--- src/rtl/itype_ctrl.sv ---
// Multicycle I-type control FSM: fetch/decode/exec/mem/wb, ALU ops 4 cycles, lw 5, sw 4, branch 3.
// Stalls in MEM until mem_ready; traps on unsupported opcodes until reset.
module itype_ctrl #(
    parameter int CNT_W = 16
) (
    input  logic             clk,
    input  logic             reset,
    input  logic             run,
    input  logic [5:0]       opcode,
    input  logic             zero,
    input  logic             mem_ready,
    output logic             ir_write,
    output logic             pc_write,
    output logic             pc_branch,
    output logic             ext_sel,
    output logic [2:0]       alu_ctl,
    output logic             mem_read,
    output logic             mem_write,
    output logic             mem_to_reg,
    output logic             reg_write,
    output logic             retire,
    output logic             illegal,
    output logic [CNT_W-1:0] retired_cnt
);

    typedef enum logic [2:0] {
        S_IDLE   = 3'd0,
        S_FETCH  = 3'd1,
        S_DECODE = 3'd2,
        S_EXEC   = 3'd3,
        S_MEM    = 3'd4,
        S_WB     = 3'd5,
        S_BRANCH = 3'd6,
        S_TRAP   = 3'd7
    } state_t;

    localparam logic [5:0] OP_ADDI  = 6'b001000;
    localparam logic [5:0] OP_ADDIU = 6'b001001;
    localparam logic [5:0] OP_SLTI  = 6'b001010;
    localparam logic [5:0] OP_ANDI  = 6'b001100;
    localparam logic [5:0] OP_ORI   = 6'b001101;
    localparam logic [5:0] OP_XORI  = 6'b001110;
    localparam logic [5:0] OP_LUI   = 6'b001111;
    localparam logic [5:0] OP_LW    = 6'b100011;
    localparam logic [5:0] OP_SW    = 6'b101011;
    localparam logic [5:0] OP_BEQ   = 6'b000100;
    localparam logic [5:0] OP_BNE   = 6'b000101;

    localparam logic [2:0] ALU_AND = 3'b000;
    localparam logic [2:0] ALU_OR  = 3'b001;
    localparam logic [2:0] ALU_ADD = 3'b010;
    localparam logic [2:0] ALU_XOR = 3'b011;
    localparam logic [2:0] ALU_LUI = 3'b100;
    localparam logic [2:0] ALU_SUB = 3'b110;
    localparam logic [2:0] ALU_SLT = 3'b111;

    state_t           state_q;
    logic [5:0]       op_q;
    logic [CNT_W-1:0] cnt_q;

    logic [2:0] op_alu;
    logic       op_ext;

    function automatic logic op_legal(input logic [5:0] op);
        case (op)
            OP_ADDI, OP_ADDIU, OP_SLTI, OP_ANDI, OP_ORI, OP_XORI, OP_LUI,
            OP_LW, OP_SW, OP_BEQ, OP_BNE: return 1'b1;
            default:                      return 1'b0;
        endcase
    endfunction

    // ALU control and extender select for the latched opcode
    always_comb begin
        op_alu = ALU_ADD;
        op_ext = 1'b0;
        case (op_q)
            OP_SLTI:          op_alu = ALU_SLT;
            OP_ANDI: begin    op_alu = ALU_AND; op_ext = 1'b1; end
            OP_ORI:  begin    op_alu = ALU_OR;  op_ext = 1'b1; end
            OP_XORI: begin    op_alu = ALU_XOR; op_ext = 1'b1; end
            OP_LUI:           op_alu = ALU_LUI;
            OP_BEQ, OP_BNE:   op_alu = ALU_SUB;
            default:          op_alu = ALU_ADD;
        endcase
    end

    always_comb begin
        ir_write   = 1'b0;
        pc_write   = 1'b0;
        pc_branch  = 1'b0;
        ext_sel    = 1'b0;
        alu_ctl    = 3'b000;
        mem_read   = 1'b0;
        mem_write  = 1'b0;
        mem_to_reg = 1'b0;
        reg_write  = 1'b0;
        retire     = 1'b0;
        illegal    = 1'b0;
        case (state_q)
            S_FETCH: begin
                ir_write = 1'b1;
                pc_write = 1'b1;
            end
            S_EXEC: begin
                alu_ctl = op_alu;
                ext_sel = op_ext;
            end
            S_MEM: begin
                alu_ctl   = ALU_ADD;
                mem_read  = (op_q == OP_LW);
                mem_write = (op_q == OP_SW);
                retire    = (op_q == OP_SW) && mem_ready;
            end
            S_WB: begin
                alu_ctl    = op_alu;
                ext_sel    = op_ext;
                reg_write  = 1'b1;
                mem_to_reg = (op_q == OP_LW);
                retire     = 1'b1;
            end
            S_BRANCH: begin
                alu_ctl   = ALU_SUB;
                pc_branch = ((op_q == OP_BEQ) && zero) || ((op_q == OP_BNE) && !zero);
                retire    = 1'b1;
            end
            S_TRAP:  illegal = 1'b1;
            default: ;
        endcase
    end

    always_ff @(posedge clk or negedge reset) begin
        if (!reset) begin
            state_q <= S_IDLE;
            op_q    <= 6'd0;
            cnt_q   <= '0;
        end else begin
            if (retire)
                cnt_q <= cnt_q + 1'b1;
            case (state_q)
                S_IDLE:   if (run) state_q <= S_FETCH;
                S_FETCH:  state_q <= S_DECODE;
                S_DECODE: begin
                    op_q <= opcode;
                    if (!op_legal(opcode))
                        state_q <= S_TRAP;
                    else if (opcode == OP_BEQ || opcode == OP_BNE)
                        state_q <= S_BRANCH;
                    else
                        state_q <= S_EXEC;
                end
                S_EXEC:   state_q <= (op_q == OP_LW || op_q == OP_SW) ? S_MEM : S_WB;
                S_MEM: begin
                    if (mem_ready) begin
                        if (op_q == OP_LW)
                            state_q <= S_WB;
                        else
                            state_q <= run ? S_FETCH : S_IDLE;
                    end
                end
                S_WB, S_BRANCH: state_q <= run ? S_FETCH : S_IDLE;
                S_TRAP:   state_q <= S_TRAP;
                default:  state_q <= S_IDLE;
            endcase
        end
    end

    assign retired_cnt = cnt_q;

endmodule

--- config.mk ---
export PLATFORM = sky130hd
export DESIGN_NAME = itype_ctrl
export DESIGN_NICKNAME = d
export VERILOG_FILES = /design/src/rtl/itype_ctrl.sv
export SDC_FILE = /design/constraint.sdc
export NUM_CORES = 1
export LEC_CHECK = 0
export BUFFER_PORTS_ARGS = -buffer_cell sky130_fd_sc_hd__clkbuf_2
export CAP_MARGIN = 10
export CORE_UTILIZATION = 52
export DETAILED_ROUTE_END_ITERATION = 12
export PLACE_DENSITY = 0.82
export SLEW_MARGIN = 20
export SYNTH_ARGS = -nofsm -noshare
export SYNTH_HDL_FRONTEND = slang
export SYNTH_SLANG_ARGS = --single-unit
--- constraint.sdc ---
create_clock -name clk -period 2.6 [get_ports clk]
set_clock_uncertainty 0.2 [all_clocks]
set_input_delay 0.26 -clock clk [delete_from_list [all_inputs] [get_ports clk]]
set_output_delay 0.26 -clock clk [all_outputs]
set_load 0.05 [all_outputs]
==> summary.md <==
| Metric | Value |
|---|---|
| Status | `finished, final reports clean` |
| Pwr Total | `2.07 mW` |
| # DRC | `0` |
| Worst setup EP type | `output port` |
| Power Dens Cells | `1120 mW/mm^2` |
| Worst path slowest cell | `or4b_4` |
| #FFs+latches synth | `25` |
| CP cell instances | `or3b_4 -> or4b_4 -> nor3b_2 -> clkbuf_8` |
| Final instance area | `0.00185 sq mm` |
| Vias per cell | `5.75` |
| Min Tclk post-route | `2.55 ns` |
| DP Wirelength | `2380 microns` |
| Register area share after synthesis | `41.7%` |
| Reg2Reg Setup Slack | `0.56 ns` |
| CORE AREA | `0.00273 sq mm` |
| Worst slew margin | `59.3%` |
| Worst Path Max Fanout | `6` |
| Ant diodes | `0` |
| CTS root buffer | `clkbuf_4` |
| Largest net degree at the start of global routing | `26` |
| Final period util | `98.1%` |
| Final Max Slew Viols | `0` |
| Critical path class | `reg2out` |
| Worst EP required | `2.14 ns` |
| GRT Total Usage | `23.1%` |
| Inst Count DP | `211` |
| First-pass GRT wire length | `5710 microns` |
| Reg-to-reg critical path startpoint | `op_q[4]` |
| Site row count | `19` |
| Hold Path Class | `in2reg` |
| Slew @ Worst Pin | `0.611 ns` |
| # nets final | `206` |
| Top_reg_cell synth | `dfrtp_1` |
| MaxCap Viol Count | `0` |
| CP Launch Type | `flip-flop` |
| Syn Inst Count | `144` |
| Commonest non-fill, non-tap cells in the layout | `37 x clkbuf_2, 22 x dfrtp_1, 17 x xor2_1` |
| H-tree Lvls | `1` |
| CTS tree | `done` |
| EDFF count, synth | `0` |
| Async set or reset register ratio after synthesis | `100%` |
| Die height | `55.7 microns` |
| Worst VDD drop | `1.11 mV` |
| Number of global-route vias before repair | `1,224` |
| Clk_lat worst skew | `0.31 ns` |
| Hold slack | `0.0103 ns` |
| Post-layout util | `67.5%` |
| Reg2reg path depth | `6` |
| Total number of vias | `1,289` |
| Port Buffer Count | `39` |
| Distinct cells, synth | `45` |
| Syn_nets | `156` |
| CP Capture Point | `mem_to_reg` |
| Syn_area_per_cell | `10.4 sq um` |
| Worst setup margin | `0.0500 ns` |
| Worst Setup SP | `op_q[4]` |
| Commonest non-fill, non-tap cell in the layout | `clkbuf_2` |
| Area Growth Syn to Fin | `23.1%` |
| RSZ-0062 raised after global routing | `true` |
| Final Instance Count excl. Fillers | `224` |
| Detail Route Antenna Nets | `0` |
| Inserted Clock Buffers | `3` |
| Final setup viols | `0` |
| Starting DRT DRC Count | `28` |
| Initial antenna violation count | `0` |
| Worst reg2reg path endpoint | `retired_cnt[5]` |
| Synth Cell Area | `0.00150 sq mm` |
| Static leakage | `0.931 nW` |
| I/O pin count | `40` |
| Final Routed Wirelength | `3370 microns` |
| Max Freq | `0.392 GHz` |
| Routability cong. | `0.786` |
| Layout cells sized above 1 | `36.8%` |
| Place WS | `0.299 ns` |
| Fillers | `223` |
| Worst EP arrival | `2.09 ns` |
| Synth area leader | `dfrtp_1` |
| Ys Warns | `0` |
| Post-synth top area share | `41.7%` |
| Reg clk slew, reported paths | `0.14 ns` |
| Die Wd | `55.7 microns` |
| Overflow after GRT | `0` |
| Wirelength per Cell | `15.0 microns` |
| CTS sink count | `25` |
| Placed Area | `0.00172 sq mm` |
| Final hold violation count | `0` |
| Total negative slack | `0 ns` |
| Max clock buf depth | `2` |
| Slowest stage delay, CP | `0.52 ns` |
| Number of detailed-route iterations in the first pass | `4` |
| Initial Util | `54.8%` |
| Full die area | `0.00310 sq mm` |
| Top post-synthesis cells by area | `dfrtp_1 42%, xor2_1 9.9%, mux2_2 4.5%, nor3_1 2.7%, nor3b_1 2.5%` |
-- registers in the layout (all words and copies together), names as in the netlist --
register     count
retired_cnt     16
state_q          3
op_q             6
-- synthesized netlist by cell type (2+ instances only) --
master,n
a21oi_1,3
and3_1,4
and4_1,2
buf_2,2
buf_4,2
clkbuf_1,2
dfrtp_1,25
mux2_2,6
mux2i_1,2
nand2_1,9
nand2b_1,3
nand3_1,5
nand3b_1,2
nand4_1,3
nor2_1,8
nor2b_1,2
nor3_1,8
nor3b_1,5
nor3b_2,2
nor4b_1,4
nor4bb_1,2
o21ai_0,4
xor2_1,17
-- worst max-delay path, delay by kind of cell (launching register included) --
| family | cells | cell delay, ns |
|---|---|---|
| simple gates | 3 | 1.10 |
| flops | 1 | 0.47 |
| buf+inv | 1 | 0.20 |
-- how the worst min path moves through the flow --
stage | startpoint | to | slack [ns] | cells past startpoint
detailed placement | reset | op_q[1] | 0.10 | 1
global placement | reset | op_q[1] | 0.08 | 1
finish | opcode[3] | op_q[3] | 0.01 | 2
floorplan | reset | op_q[0] | -0.24 | 0
global route | opcode[3] | op_q[3] | 0.01 | 2
CTS | opcode[1] | op_q[1] | 0.0008 | 2
-- repair_timing --
| item | in CTS | in global routing |
|---|---|---|
| hold buffers | 4 | 1 |
| setup endpoints to repair | 1 | 3 |
| buffers inserted | 0 | 4 |
| hold endpoints to repair | 28 | 1 |
| pin swaps | 0 | 2 |
| resized for setup | 3 | 4 |
| gates cloned | 0 | 0 |
-- cells by family after synthesis --
kind of cell	share of synthesized area, %
XOR/XNOR	10.5
AND/OR/NAND/NOR	29.9
flip-flops	41.7
adder cells (fa/ha/maj)	0.835
buffers and inverters	3.17
multiplexers	6.59
AO/OA/AOI/OAI	7.26
-- area by class of cell --
type	count	area, sq um	area share [%]
Multi-Input combinational cell	111	828	44.9
Sequential cell	25	629	34.1
Timing Repair Buffer	53	322	17.4
Tap cell	31	38.8	2.10
Clock buffer	3	22.5	1.22
Clock inverter	1	5.00	0.271
-- metal layers --
layer / wire [microns] / global-route usage (%)
met5: 0 / 0
met4: 34 / 6.07
met3: 117 / 2.09
met2: 1730 / 40.3
met1: 1490 / 30.8
-- power by group --
group | internal [mW] | switching [mW]
Clock | 0.0574 | 0.115
Sequential | 0.508 | 0.199
Combinational | 0.446 | 0.749
Total | 1.01 | 1.06
(Power assumes the default switching activity.)
